File: src/rtl/tx_frame_arbiter.sv
// Round-robin frame arbiter in front of the UDP generator's byte-wide AXIS input.
// A source owns the bus from grant until its TX_EN burst and inter-frame gap have completed.
module tx_frame_arbiter #(
   parameter int NUM_SRC    = 4,
   parameter int LEN_W      = 12,
   parameter int MAX_LEN    = 1472,
   parameter int IFG_CYCLES = 48,
   parameter int TX_TIMEOUT = 65535
) (
   input  logic                     CLK,
   input  logic                     RST_N,
   input  logic [8*NUM_SRC-1:0]     S_AXIS_TDATA,
   input  logic [NUM_SRC-1:0]       S_AXIS_TVALID,
   input  logic [NUM_SRC-1:0]       S_AXIS_TLAST,
   input  logic [LEN_W*NUM_SRC-1:0] S_AXIS_TUSER,
   output logic [NUM_SRC-1:0]       S_AXIS_TREADY,
   output logic [7:0]               M_AXIS_TDATA,
   output logic                     M_AXIS_TVALID,
   output logic                     M_AXIS_TLAST,
   output logic [LEN_W-1:0]         M_AXIS_TUSER,
   input  logic                     M_AXIS_TREADY,
   input  logic                     TX_EN,
   output logic [NUM_SRC-1:0]       GRANT,
   output logic                     FRAME_DONE,
   output logic                     LEN_ERR,
   output logic                     TX_ERR
);
   localparam int IW     = $clog2(NUM_SRC);
   localparam int TW_TO  = $clog2(TX_TIMEOUT + 1);
   localparam int TW_IFG = $clog2(IFG_CYCLES + 1);
   localparam int TW     = (TW_TO > TW_IFG) ? TW_TO : TW_IFG;

   typedef enum logic [2:0] {ARB, XFER, PAD, DRAIN, WAIT_TX, GAP} state_t;

   state_t             state_q, state_d;
   logic [NUM_SRC-1:0] grant_q, grant_d;
   logic [IW-1:0]      gidx_q, gidx_d;
   logic [IW-1:0]      rr_q, rr_d;
   logic [LEN_W-1:0]   len_q, len_d;
   logic [LEN_W-1:0]   cnt_q, cnt_d;
   logic [TW-1:0]      tmr_q, tmr_d;
   logic               seen_q, seen_d;
   logic               to_gap_q, to_gap_d;
   logic               len_err_q, len_err_d;
   logic               tx_err_q, tx_err_d;
   logic               done_q, done_d;

   // Rotate requests so bit 0 is the source at the round-robin pointer.
   logic [2*NUM_SRC-1:0] req2;
   logic                 win_found;
   logic [IW-1:0]        win_off, win_idx;
   logic [IW:0]          win_sum;
   logic [LEN_W-1:0]     win_len;

   assign req2 = {S_AXIS_TVALID, S_AXIS_TVALID} >> rr_q;

   always_comb begin
      win_found = 1'b0;
      win_off   = '0;
      for (int k = NUM_SRC - 1; k >= 0; k--) begin
         if (req2[k]) begin
            win_found = 1'b1;
            win_off   = IW'(k);
         end
      end
   end

   assign win_sum = {1'b0, rr_q} + {1'b0, win_off};
   assign win_idx = (win_sum >= (IW+1)'(NUM_SRC)) ? IW'(win_sum - (IW+1)'(NUM_SRC)) : IW'(win_sum);
   assign win_len = S_AXIS_TUSER[win_idx*LEN_W +: LEN_W];

   logic [7:0] src_data;
   logic       src_valid, src_last, last_byte;

   assign src_data  = S_AXIS_TDATA[gidx_q*8 +: 8];
   assign src_valid = S_AXIS_TVALID[gidx_q];
   assign src_last  = S_AXIS_TLAST[gidx_q];
   assign last_byte = (cnt_q == len_q - LEN_W'(1));

   always_comb begin
      state_d       = state_q;
      grant_d       = grant_q;
      gidx_d        = gidx_q;
      rr_d          = rr_q;
      len_d         = len_q;
      cnt_d         = cnt_q;
      tmr_d         = tmr_q;
      seen_d        = seen_q;
      to_gap_d      = to_gap_q;
      len_err_d     = 1'b0;
      tx_err_d      = 1'b0;
      done_d        = 1'b0;
      S_AXIS_TREADY = '0;
      M_AXIS_TDATA  = '0;
      M_AXIS_TVALID = 1'b0;
      M_AXIS_TLAST  = 1'b0;
      case (state_q)
         ARB: begin
            if (win_found) begin
               grant_d = NUM_SRC'(1) << win_idx;
               gidx_d  = win_idx;
               len_d   = win_len;
               cnt_d   = '0;
               if (win_len == '0 || win_len > LEN_W'(MAX_LEN)) begin
                  len_err_d = 1'b1;
                  to_gap_d  = 1'b1;
                  state_d   = DRAIN;
               end else begin
                  state_d = XFER;
               end
            end
         end
         XFER: begin
            M_AXIS_TDATA  = src_data;
            M_AXIS_TVALID = src_valid;
            M_AXIS_TLAST  = last_byte;
            S_AXIS_TREADY = grant_q & {NUM_SRC{M_AXIS_TREADY}};
            if (src_valid && M_AXIS_TREADY) begin
               cnt_d = cnt_q + LEN_W'(1);
               if (last_byte) begin
                  if (src_last) begin
                     tmr_d   = '0;
                     seen_d  = 1'b0;
                     state_d = WAIT_TX;
                  end else begin
                     len_err_d = 1'b1;
                     to_gap_d  = 1'b0;
                     state_d   = DRAIN;
                  end
               end else if (src_last) begin
                  len_err_d = 1'b1;
                  state_d   = PAD;
               end
            end
         end
         PAD: begin
            M_AXIS_TVALID = 1'b1;
            M_AXIS_TLAST  = last_byte;
            if (M_AXIS_TREADY) begin
               cnt_d = cnt_q + LEN_W'(1);
               if (last_byte) begin
                  tmr_d   = '0;
                  seen_d  = 1'b0;
                  state_d = WAIT_TX;
               end
            end
         end
         DRAIN: begin
            S_AXIS_TREADY = grant_q;
            if (src_valid && src_last) begin
               tmr_d   = '0;
               seen_d  = 1'b0;
               state_d = to_gap_q ? GAP : WAIT_TX;
            end
         end
         WAIT_TX: begin
            if (!seen_q) begin
               if (TX_EN) begin
                  seen_d = 1'b1;
               end else if (tmr_q == TW'(TX_TIMEOUT - 1)) begin
                  tx_err_d = 1'b1;
                  tmr_d    = '0;
                  state_d  = GAP;
               end else begin
                  tmr_d = tmr_q + TW'(1);
               end
            end else if (!TX_EN) begin
               // The cycle that sees TX_EN fall is already the first idle cycle.
               tmr_d   = TW'(1);
               state_d = GAP;
            end
         end
         GAP: begin
            if (TX_EN) begin
               tmr_d = '0;
            end else if (tmr_q >= TW'(IFG_CYCLES - 1)) begin
               done_d  = 1'b1;
               grant_d = '0;
               rr_d    = (gidx_q == IW'(NUM_SRC - 1)) ? '0 : gidx_q + IW'(1);
               state_d = ARB;
            end else begin
               tmr_d = tmr_q + TW'(1);
            end
         end
         default: state_d = ARB;
      endcase
   end

   always_ff @(posedge CLK) begin
      if (!RST_N) begin
         state_q   <= ARB;
         grant_q   <= '0;
         gidx_q    <= '0;
         rr_q      <= '0;
         len_q     <= '0;
         cnt_q     <= '0;
         tmr_q     <= '0;
         seen_q    <= 1'b0;
         to_gap_q  <= 1'b0;
         len_err_q <= 1'b0;
         tx_err_q  <= 1'b0;
         done_q    <= 1'b0;
      end else begin
         state_q   <= state_d;
         grant_q   <= grant_d;
         gidx_q    <= gidx_d;
         rr_q      <= rr_d;
         len_q     <= len_d;
         cnt_q     <= cnt_d;
         tmr_q     <= tmr_d;
         seen_q    <= seen_d;
         to_gap_q  <= to_gap_d;
         len_err_q <= len_err_d;
         tx_err_q  <= tx_err_d;
         done_q    <= done_d;
      end
   end

   assign GRANT        = grant_q;
   assign M_AXIS_TUSER = len_q;
   assign LEN_ERR      = len_err_q;
   assign TX_ERR       = tx_err_q;
   assign FRAME_DONE   = done_q;

endmodule

File: config.mk
export PLATFORM = sky130hd
export DESIGN_NAME = tx_frame_arbiter
export DESIGN_NICKNAME = d
export VERILOG_FILES = /design/src/rtl/tx_frame_arbiter.sv
export SDC_FILE = /design/constraint.sdc
export NUM_CORES = 1
export LEC_CHECK = 0
export ABC_AREA = 1
export BUFFER_PORTS_ARGS = -buffer_cell sky130_fd_sc_hd__buf_2
export CORE_ASPECT_RATIO = 0.5
export CORE_MARGIN = 1.5
export CORE_UTILIZATION = 45
export DETAILED_ROUTE_END_ITERATION = 12
export PLACE_DENSITY = 0.76
export SYNTH_ARGS = -nofsm -noshare
export SYNTH_HDL_FRONTEND = slang
export SYNTH_SLANG_ARGS = --single-unit
File: constraint.sdc
create_clock -name CLK -period 6.2 [get_ports CLK]
set_input_delay 0.31 -clock CLK [delete_from_list [all_inputs] [get_ports CLK]]
set_output_delay 0.31 -clock CLK [all_outputs]
set_load 0.01 [all_outputs]
Yosys cells after proc, flatten, opt, wreduce, memory -nomap -nowiden
Index checks and enable logic that the tools add are counted.
W data, S select, Z words.

storage, ports and cells
  bits of input ports = 92
  output and inout port bits = 33
  register bits after elaboration = 56
  word-level logic and storage cells = 156

operators by class
  equal/unequal tests = 23
  add/subtract/negate cells = 6
  multiply operators = 1
  reduce and logical (&&, ||, !) cells = 21
  $lt $le $gt $ge = 4
  muxes and demuxes = 80
  shift-type cells = 4
  bitwise operators = 5

operators by type and width
  cell                     number
  $mux W16                 12
  $pmux W16 S5             1
  $shiftx A48 B7 Y12       1
  $mux W3                  14
  $mux W12                 3
  $pmux W12 S3             1
  $shiftx A32 B6 Y8        1
  $mux W1                  29
  $ne A2 B2 Y1 const B     12
  $pmux W3 S6              1
  $add A16 B1 Y16 const B  1
  $eq A16 B16 Y1 const B   1
  $ge A16 B6 Y1 const B    1
  $pmux W4 S2              2
  $mux W2                  7
  $add A12 B1 Y12 const B  1
  $eq A12 B12 Y1           1
  $gt A12 B11 Y1 const B   1
  $logic_not A12 Y1        1
  $mux W4                  3
  $sub A12 B1 Y12 const B  1
  $reduce_and A10 Y1       1
  $ne A3 B3 Y1 const B     3
  $reduce_and A9 Y1        1
  other kinds (33)         44

Longest topological paths before layout
Gate-level depths: netlist of run 1.

  depth in word-level cells = 15
  gate-level depth with buffers = 24
  mapped depth without buffers = 23

Worst setup path before layout of run 1
Ideal clock, no wire load.

  path type = register to register
  start = register rr_q[1]
  end = register state_q[1]
  path buffers = 2
  library setup time = 0.131 ns
  path slack = 3.546 ns
  cell stages (with the launch flop) = 21
  required time = 6.069 ns
  arrival time = 2.523 ns
  period minus slack after synthesis = 2.654 ns
  path through = dfxtp_1 > inv_2 > nand3_1 > nand2_1 > nand3_1 > a21boi_0 > ha_1 > buf_2 > buf_1 > mux2i_1 > nand3_1 > nand2_1 > nand2_1 > nor2_1 > nand3_1 > nand2_1 > nand2_1 > nand2_1 > nand2_1 > nand2_1 > a21oi_2

between the ends
  cells in the longest elaborated chain, start to end = 15
  elaborated cells between the ends (all ways) = 23
  classes of those cells = add/sub: 2; mul: 1; order compare: 2; eq/ne: 1; shift: 2; mux: 12; reduce/logical: 3

ends and longest elaborated chain
  element                                              RTL line  source
  from (decl)                                          38        logic [IW-1:0] rr_q, rr_d;
  from (signal assigned)                               207       rr_q <= rr_d;
  $shr A8 B2 Y4                                        55        assign req2 = {S_AXIS_TVALID, S_AXIS_TVALID} >> rr_q;
  $mux W2 (4 in series)                                61        if (req2[k]) begin
  $add A2 B2 Y3 *                                      68        assign win_sum = {1'b0, rr_q} + {1'b0, win_off};
  $ge A3 B3 Y1 or $sub A2 B1 Y2 (tied branches)        69        assign win_idx = (win_sum >= (IW+1)'(NUM_SRC)) ? IW'(win_sum - (IW+1)'(NUM_SRC)) : IW'(win_sum);
  $mux W2 *                                            69
  via win_idx[0]                                       51        logic [IW-1:0] win_off, win_idx;
  $mul A2 B2 Y4 *                                      70        assign win_len = S_AXIS_TUSER[win_idx*LEN_W +: LEN_W];
  $shiftx A48 B7 Y12 *                                 70
  $gt A12 B11 Y1 or $logic_not A12 Y1 (tied branches)  104       if (win_len == '0 || win_len > LEN_W'(MAX_LEN)) begin
  $logic_or A1 B1 Y1 *                                 104
  $mux W2 *                                            104
  $mux W3 *                                            99        if (win_found) begin
  $pmux W3 S6 *                                        97        case (state_q)
  to (signal assigned)                                 204       state_q <= state_d;
  to (decl)                                            35        state_t state_q, state_d;

The timed path passes the listed nets; every way through them passes the cells marked *. The select of a mux whose other input is x is not followed.
A chain may end at the register's enable or synchronous reset.

==> impl_metrics.csv, run 1 <==
group,metric,value,unit
status,status,"finished clean",
routing,first_pass_iters,5,
timing,max_freq,316,MHz
power,power,2010,uW
layout,antenna_cells_inserted,0,
timing,setup_viol,0,
routing,drc,0,
routing,wl,12400,um
setup_path,worstSetupPathType,"reg -> reg",
layout,nets,965,
floorplanning,coreArea,0.00970,mm^2
routing,postRouteAntennaNets,0,
setup_path,r2r-end,"M_AXIS_TUSER[0]",
setup_path,slowest_delay,620,ps
yosys,yosysMostFrequentCell,"nand2_1",
clock_tree,ctsLongestPathBuffers,2,
setup_path,r2r_slack,3040,ps
setup_path,cp-endpoint,"M_AXIS_TUSER[0]",
yosys,syn-cell-area,0.00463,mm^2
timing,skew,7.92,ps
setup_path,crit_required,6350,ps
grt,gr-usage-all-layers,22.6,%
clock_tree,cts_tree,"built",
yosys,async_flop_share,0,%
floorplanning,die_area,0.0109,mm^2
power,p_per_area,371,mW/mm^2
grt,grt_pass1_vias,4540,
setup_path,crit_fanout,23,
setup_path,cpMostUsedCell,"nand2_1",
clock_tree,cts_root_buf,"clkbuf_16",
routing,drt_iter0_markers,309,
yosys,synth_enable_flop_cells,0,
yosys,synth_common_cells,"182 x nand2_1, 102 x nor2_1, 92 x inv_1, 57 x nand3_1, 56 x dfxtp_1",
clock_tree,numCtsBuffers,5,
floorplanning,die_y,74.7,um
power,p_leak,0.00252,uW
power,vdd_ir_drop_max,216,uV
floorplanning,fp.dieW,146,um
clock_tree,htree_num_levels,2,
setup_path,cp_cell_sequence,"inv_1 -> nand2_1 -> nand3_1 -> and2_1 -> nand2_1 -> a21oi_2 -> nand2_1 -> nor2_2 -> inv_1 -> nand2_1 -> o22ai_1",
layout,drive_gt1_share,20.9,%
clock_tree,clkSlewWorstSetupHoldPaths,70,ps
clock_tree,clock-sinks,56,
routing,vias,5135,
yosys,ys_seq_elements,56,
timing,hold_viol,0,
grt,grt-ovfl-total,0,
timing,worst_slew_pin_slew,797,ps
floorplanning,start_util,47.7,%
placed_design,port_buffers,124,
timing,period_share,51.0,%
yosys,synth-main-ff-cell,"dfxtp_1",
grt,grt_pass1_wl,20400,um
grt,grt_max_degree,36,
run,max_cap_violations,0,
yosys,ys_warn_count,0,
yosys,yosysTopAreaCell,"dfxtp_1",
yosys,yosysSeqAreaShare,24.2,%
min_path,hold_class,"in -> reg",
timing,tns,0,ps
yosys,synthDistinctLibCells,49,
timing,min_period,3160,ps
setup_path,crit_arrival,3320,ps
setup_path,reg2regPathDepth,11,
clock_tree,cts_resized,0,
setup_path,rr_startpoint,"gidx_q[0]",
setup_path,crit_start,"gidx_q[0]",
setup_path,start_kind,"flip-flop",
setup_path,crit_slowest_cell,"nand2_1",
placed_design,globalplace.congestion,0.908,
placed_design,hpwl,9450,um
yosys,avgSynthCellArea,6.11,um^2
yosys,synth_top_area_share,24.2,%
yosys,synth_cells,757,
yosys,synth_nets,858,
clock_tree,clock_latency,300,ps
floorplanning,io_pins,125,
clock_tree,hold_buffers,0,
timing,rsz0062_at_grt,"no",
routing,wire_per_inst,12.4,um
grt,grt_antenna_before_repair,0,
floorplanning,num_rows,25,
setup_path,endpoint_kind,"flip-flop",
clock_tree,postCtsSetupRepairBufs,0,
timing,slew_violations,0,
timing,slew_headroom,46.7,%
routing,avgViaCountPerCell,5.14,
yosys,synth_area_leaders,"dfxtp_1 24%, nand2_1 15%, nor2_1 8.3%",
layout,synthToLayoutAreaGrowth,17.2,%
-- report_power, final --
part | total [uW] | leakage, uW | switching [uW] | internal [uW]
logic | 1170 | 0.00199 | 768 | 406
registers | 547 | 0.000456 | 107 | 440
clock network | 289 | 0.0000742 | 137 | 152
-- cell type report --
| type | instances | area (um^2) |
|---|---|---|
| sequential | 56 | 1120 |
| clock inverter | 3 | 22.5 |
| clock buffer | 5 | 125 |
| multi-input combinational | 575 | 2980 |
| tap | 135 | 169 |
| timing repair buffer | 125 | 628 |
| inverter | 101 | 379 |
| fill | 981 | 4280 |
-- worst min-delay path by stage --
stage	startpoint	endpoint	cells after the start
2_1_floorplan	to_gap_q	to_gap_q	2
3_3_place_gp	to_gap_q	to_gap_q	2
3_5_place_dp	to_gap_q	to_gap_q	2
4_1_cts	M_AXIS_TREADY	LEN_ERR	3
5_1_grt	M_AXIS_TREADY	LEN_ERR	3
6_report	M_AXIS_TREADY	LEN_ERR	3
-- layout by cell type, fill, tap and decap left out, drive strengths merged, types with 4 or more instances in the layout --
| cell type | instances |
|---|---|
| nand2 | 195 |
| xor2 | 15 |
| ha | 9 |
| a21oi | 42 |
| buf | 125 |
| nor3 | 25 |
| o22ai | 12 |
| nor4 | 5 |
| inv | 101 |
| nor2 | 106 |
| nand4 | 11 |
| xnor2 | 6 |
| dfxtp | 56 |
| nand3b | 4 |
| mux2i | 11 |
| clkbuf | 5 |
| nand3 | 59 |
| o21ai | 55 |
-- worst max-delay path: cells and delay by family (launching register included) --
family	cells	cell delay (ps)
flops	1	540
compound gates	2	380
buf+inv	2	660
simple gates	7	1400
-- cells by family (layout without fill, tap and decap cells) --
kind of cell             Yosys count  in the layout  share of synthesized area (%)
adder cells (fa/ha/maj)            9              9                           2.43
flip-flops                        56             56                           24.2
AND/OR/NAND/NOR                  410            410                           39.8
AO/OA/AOI/OAI                    124            124                           15.5
XOR/XNOR                          21             21                           4.14
buffers and inverters            126            234                           11.4
multiplexers                      11             11                           2.38
-- flip-flops by register name, summed over array words and instances, names as in the netlist --
| name | flops |
|---|---|
| TX_ERR | 1 |
| FRAME_DONE | 1 |
| cnt_q | 12 |
| LEN_ERR | 1 |
| rr_q | 2 |
| M_AXIS_TUSER | 12 |
| GRANT | 4 |
| to_gap_q | 1 |
| seen_q | 1 |
| state_q | 3 |
| gidx_q | 2 |
| tmr_q | 16 |
-- metrics by stage --
step                      util [%]  setup WS (ps)  area (um^2)  hold WS, ps  cells
after floorplan                  -           3550         4630          438    757
after global placement        54.4           3190         5270          453    992
after detailed placement      54.4           3100         5270          458    992
after CTS                     55.9           3070         5420          353   1000
after global routing          55.9           2590         5420          365   1000
final                         55.9           3040         5420          361   1000
-- layer usage --
layer	track usage [%]	vias up	share of wire (%)
met5	0	-	0
li1	-	2671	-
met1	28.7	2304	48
met3	3.58	14	4.2
met4	5.72	0	1.0
met2	41.2	146	47
(Power assumes the default switching activity.)
==> inputs of run 2 (changes only) <==
--- a/config.mk
+++ b/config.mk
@@ -11,7 +11,7 @@
 export CORE_MARGIN = 1.5
 export CORE_UTILIZATION = 45
 export DETAILED_ROUTE_END_ITERATION = 12
-export PLACE_DENSITY = 0.76
+export PLACE_DENSITY = 0.79
 export SYNTH_ARGS = -nofsm -noshare
 export SYNTH_HDL_FRONTEND = slang
 export SYNTH_SLANG_ARGS = --single-unit
==> constraint.sdc (replaced) <==
create_clock -name CLK -period 2.88 [get_ports CLK]
set_input_delay 0.144 -clock CLK [delete_from_list [all_inputs] [get_ports CLK]]
set_output_delay 0.144 -clock CLK [all_outputs]
set_load 0.01 [all_outputs]
==> run 2 against run 1 <==
Die area stayed put. Cell count is 1.3% higher. Critical path depth is 12 higher. Clock skew is 1.6 ps higher. Via count is 3.2% higher. Global-route usage is 0.58 points higher. Register-to-register slack worse by 2900 ps. Final area is 3.6% higher. Setup slack worse by 2900 ps. Critical endpoint is now state_q[1]. Highest routed layer unchanged.
==> impl_metrics.csv, run 2 (same netlist as run 1, synthesis figures left out) <==
group,metric,value,unit
setup_path,rr_startpoint,"rr_q[0]",
layout,largest_reg_flops,16,
setup_path,start_kind,"flip-flop",
clock_tree,ctsLongestPathBuffers,2,
grt,grt_max_degree,33,
timing,min_period,2720,ps
timing,worst_slew_pin_slew,749,ps
setup_path,r2r_slack,160,ps
clock_tree,clkSlewWorstSetupHoldPaths,70,ps
setup_path,cpMostUsedCell,"nand2_1",
timing,period_share,94.4,%
floorplanning,num_rows,25,
grt,grt_pass1_wl,20900,um
routing,first_pass_iters,5,
timing,max_freq,368,MHz
timing,slew_headroom,50.0,%
placed_design,dp.cells,1004,
setup_path,worstSetupPathType,"reg -> reg",
setup_path,cp_cell_sequence,"inv_2 -> nand2_1 -> nand3_1 -> nand2_2 -> nand3_1 -> a21boi_1 -> ha_2 -> xor2_2 -> inv_1 -> nand3_4 -> nand2_8 -> nand2_1 -> nand2_1 -> nand2_1 -> clkinv_1 -> nand3_1 -> nand2_1 -> nand2_1 -> nand2_2 -> nand2_1 -> nand2_1 -> nand2_1 -> a21oi_2",
routing,postRouteAntennaNets,0,
routing,wire_per_inst,12.6,um
setup_path,crit_arrival,2880,ps
clock_tree,postCtsSetupRepairBufs,0,
clock_tree,cts_root_buf,"clkbuf_16",
run,max_cap_violations,0,
routing,drt_iter0_markers,440,
placed_design,globalplace.congestion,0.929,
setup_path,crit_required,3040,ps
min_path,hold_depth,3,
setup_path,crit_slowest_cell,"dfxtp_4",
placed_design,port_buffers,124,
grt,grt-ovfl-total,0,
grt,grt_antenna_before_repair,0,
clock_tree,cts_tree,"built",
min_path,hold_class,"in -> reg",
setup_path,r2r-end,"state_q[1]",
grt,grt_pass1_vias,4683,
min_path,hold_end,"LEN_ERR",
clock_tree,htree_num_levels,2,
layout,drive_gt1_share,23.0,%
clock_tree,clock-sinks,56,
timing,setup_viol,0,
layout,synthToLayoutAreaGrowth,21.4,%
floorplanning,die_y,74.7,um
timing,slew_violations,0,
setup_path,endpoint_kind,"flip-flop",
layout,final_common_cell,"nand2_1",
clock_tree,clock_latency,300,ps
min_path,hp-start,"M_AXIS_TREADY",
routing,avgViaCountPerCell,5.23,
power,vdd_ir_drop_max,588,uV
grt,gr-usage-all-layers,23.2,%
status,status,"finished clean",
setup_path,crit_fanout,21,
placed_design,hpwl,9600,um
layout,fin_cells,1013,
timing,skew,9.57,ps
timing,hold_viol,0,
floorplanning,io_pins,125,
floorplanning,die_area,0.0109,mm^2
timing,rsz0062_at_grt,"yes",
power,p_per_area,819,mW/mm^2
layout,layout_common_cells,"179 x nand2_1, 124 x buf_2, 100 x nor2_1, 92 x inv_1, 57 x nand3_1",
setup_path,slowest_delay,380,ps
layout,antenna_cells_inserted,0,
routing,drc,0,
routing,wl,12800,um
floorplanning,fp.dieW,146,um
layout,nets,978,
power,p_leak,0.00262,uW
clock_tree,hold_buffers,0,
clock_tree,cts_resized,0,
floorplanning,coreArea,0.00970,mm^2
clock_tree,numCtsBuffers,5,
power,power,4600,uW
routing,vias,5299,
floorplanning,start_util,47.7,%
setup_path,reg2regPathDepth,23,
layout,top_register,"tmr_q",
-- run 2: power breakdown --
part	internal, uW	leakage, uW	switching, uW
registers	946	0.000458	199
logic	971	0.00207	1760
clock network	436	0.0000871	290
-- run 2: area by class of cell --
type | instances | area (um^2)
clock buffer | 6 | 139
clock inverter | 2 | 38.8
fill | 963 | 4080
inverter | 101 | 379
multi-input combinational | 575 | 3000
sequential | 56 | 1130
tap | 135 | 169
timing repair buffer | 138 | 767
-- run 2: critical path, delay by kind of cell, from the launching register on --
family	cells	cell delay (ps)
and+or+nand+nor	16	1380
DFF	1	380
AOI/OAI and AO/OA	2	220
adders and majority gates	1	220
buffers and inverters	3	210
xor gates and xnor gates	1	160
-- run 2: stage by stage --
stage / util (%) / hold slack [ps] / TNS [ps] / worst slack (ps) / area, um^2
floorplan: - / 309 / 0 / 226 / 4630
finish: 57.9 / 170 / 0 / 160 / 5620
global placement: 55.4 / 460 / 0 / 128 / 5380
CTS: 57.3 / 168 / 0 / 58.1 / 5550
detailed placement: 55.4 / 462 / 0 / 80.3 / 5380
global route: 57.9 / 169 / -181 / -114 / 5620
-- run 2: how the worst max path moves through the flow --
| stage | from | to | slack (ps) | cells after the start |
|---|---|---|---|---|
| floorplan | rr_q[1] | state_q[1] | 230 | 20 |
| global placement | rr_q[0] | state_q[1] | 130 | 20 |
| detailed placement | rr_q[0] | state_q[1] | 80 | 20 |
| CTS | rr_q[0] | state_q[1] | 60 | 22 |
| global route | rr_q[0] | state_q[1] | -110 | 23 |
| finish | rr_q[0] | state_q[1] | 160 | 23 |
-- run 2: layer usage --
| metal | track usage (%) | wire, um | vias up |
|---|---|---|---|
| met5 | 0 | 0 | - |
| met4 | 7.41 | 222 | 0 |
| met3 | 3.64 | 649 | 18 |
| met2 | 41.3 | 6030 | 162 |
| met1 | 29.6 | 5890 | 2420 |
| li1 | - | - | 2699 |
==> inputs of run 3 (changes only) <==
--- a/config.mk
+++ b/config.mk
@@ -7,7 +7,7 @@
 export LEC_CHECK = 0
 export ABC_AREA = 1
 export BUFFER_PORTS_ARGS = -buffer_cell sky130_fd_sc_hd__buf_2
-export CORE_ASPECT_RATIO = 0.5
+export CORE_ASPECT_RATIO = 0.8
 export CORE_MARGIN = 1.5
 export CORE_UTILIZATION = 45
 export DETAILED_ROUTE_END_ITERATION = 12
==> run 3 against run 2 <==
Register-to-register slack barely moved. First-iteration DRC count fell by 1.6%. Fmax rose by 0.44%. Clock power rose by 20%. Combinational power barely moved. Utilization fell by 0.49 points. Via count fell by 2.2%. Global-route usage barely moved. Worst hold slack got worse by 5.6 ps. Non-clock buffer count fell by 2. Critical endpoint is now state_q[2]. Largest cell class unchanged. Highest routed layer unchanged.
==> impl_metrics.csv, run 3 (same netlist as run 1, synthesis figures left out) <==
group,metric,value,unit
clock_tree,numCtsBuffers,5,
clock_tree,cts_root_buf,"clkbuf_16",
placed_design,dp.cells,1003,
grt,grt_max_degree,32,
power,p_per_area,840,mW/mm^2
layout,top_register,"tmr_q",
clock_tree,clock_latency,300,ps
timing,hold_viol,0,
timing,worst_slew_pin_slew,760,ps
layout,synthToLayoutAreaGrowth,21.8,%
routing,avgViaCountPerCell,5.12,
layout,nets,976,
grt,gr-usage-all-layers,23.2,%
routing,drc,0,
grt,grt_pass1_vias,4713,
power,comb_power_share,57.1,%
run,max_cap_violations,0,
routing,wl,12600,um
timing,max_freq,369,MHz
power,clockPowerShare,18.5,%
layout,final_common_cell,"nand2_1",
layout,largest_reg_flops,16,
clock_tree,cts_tree,"built",
setup_path,crit_required,3100,ps
floorplanning,num_rows,32,
placed_design,hpwl,9550,um
status,status,"finished clean",
timing,skew,9.78,ps
routing,vias,5184,
grt,grt_pass1_wl,20900,um
placed_design,place_ws,-11.0,ps
routing,first_pass_iters,5,
placed_design,globalplace.congestion,0.924,
placed_design,port_buffers,124,
timing,slew_violations,0,
timing,slew_headroom,49.3,%
power,switching_power,2230,uW
layout,drive_gt1_share,23.2,%
routing,wire_per_inst,12.4,um
min_path,hold_class,"in -> reg",
power,p_leak,0.00262,uW
timing,fin_ws,172,ps
floorplanning,start_util,47.2,%
power,pwr-share-seq,24.5,%
power,vdd_ir_drop_max,700,uV
floorplanning,io_pins,125,
timing,rsz0062_at_grt,"yes",
power,cell_internal_pwr,2500,uW
timing,min_period,2710,ps
grt,grt_antenna_before_repair,0,
routing,drt_iter0_markers,433,
setup_path,worstSetupPathType,"reg -> reg",
timing,setup_viol,0,
timing,period_share,94.0,%
clock_tree,clkSlewWorstSetupHoldPaths,70,ps
floorplanning,coreArea,0.00981,mm^2
floorplanning,die_area,0.0109,mm^2
routing,postRouteAntennaNets,0,
layout,layout_common_cells,"181 x nand2_1, 124 x buf_2, 100 x nor2_1, 91 x inv_1, 57 x nand3_1",
layout,fin_cells,1012,
setup_path,crit_arrival,2930,ps
clock_tree,ctsLongestPathBuffers,2,
setup_path,start_kind,"flip-flop",
clock_tree,clock-sinks,56,
grt,grt-ovfl-total,0,
power,swShare,47.1,%
floorplanning,fp.dieW,116,um
setup_path,crit_fanout,4,
setup_path,endpoint_kind,"flip-flop",
floorplanning,die_y,93.7,um
layout,antenna_cells_inserted,0,
clock_tree,htree_num_levels,2,
-- run 3: power groups by stage --
| stage | Clock [uW] | Combinational (uW) | Sequential (uW) |
|---|---|---|---|
| 5_1_grt | 910 | 3050 | 1180 |
| 6_report | 873 | 2700 | 1160 |
| 2_1_floorplan | 0 | 1980 | 1150 |
| 3_5_place_dp | 0 | 2620 | 1170 |
| 4_1_cts | 883 | 2650 | 1150 |
| 3_3_place_gp | 0 | 2590 | 1170 |
-- run 3: path summary, 6_finish.rpt --
kind / from / end / slack (ps) / depth (start not counted)
worst min-delay path: M_AXIS_TREADY / LEN_ERR / 160 / 3
worst max register to register: M_AXIS_TUSER[1] / state_q[2] / 170 / 16
worst max-delay path: M_AXIS_TUSER[1] / state_q[2] / 170 / 16
worst min register to register: to_gap_q / to_gap_q / 480 / 2
-- run 3: area by class of cell --
class                      instances  area (um^2)
inverter                         101          383
sequential                        56         1130
timing repair buffer             136          736
tap                              136          170
clock buffer                       5          125
clock inverter                     3         90.1
multi-input combinational        575         3000
fill                             942         4170
-- run 3: stage by stage --
stage          power, uW  hold WS, ps  setup TNS [ps]  util, %  cell area (um^2)
2_1_floorplan       3130          309               0        -              4630
3_3_place_gp        3770          458               0     54.8              5370
3_5_place_dp        3780          464           -11.0     54.8              5370
4_1_cts             4680          167               0     57.0              5590
5_1_grt             5140          172           -84.1     57.4              5640
6_report            4730          165               0     57.4              5640
-- run 3: critical path, stage by stage, from the launching register on --
cell and delay (ps):
dfxtp_1 330, inv_1 90, ha_2 220, nand4_2 160, xor2_1 210, or2_0 160, nand3_1 90, nor2_1 140
nand3_2 160, ha_1 250, nand2_1 80, nand4_1 90, nor2_1 90, nand3_1 120, nor2_2 170, o21ai_0 130
a21oi_1 130
-- run 3: layer usage --
| layer | routed length [um] | up-vias | global-route usage [%] |
|---|---|---|---|
| met3 | 979 | 15 | 3.10 |
| met1 | 5870 | 2265 | 31.6 |
| met4 | 143 | 0 | 4.98 |
| li1 | - | 2689 | - |
| met5 | 0 | - | 0 |
| met2 | 5590 | 215 | 39.1 |
-- run 3: timing repair --
item | in CTS | in global routing
pin swaps | 0 | 1
hold buffers | 0 | 0
endpoints found under the setup margin | 2 | 22
cloned | 0 | 0
resized for setup | 1 | 19
buffers inserted | 0 | 1
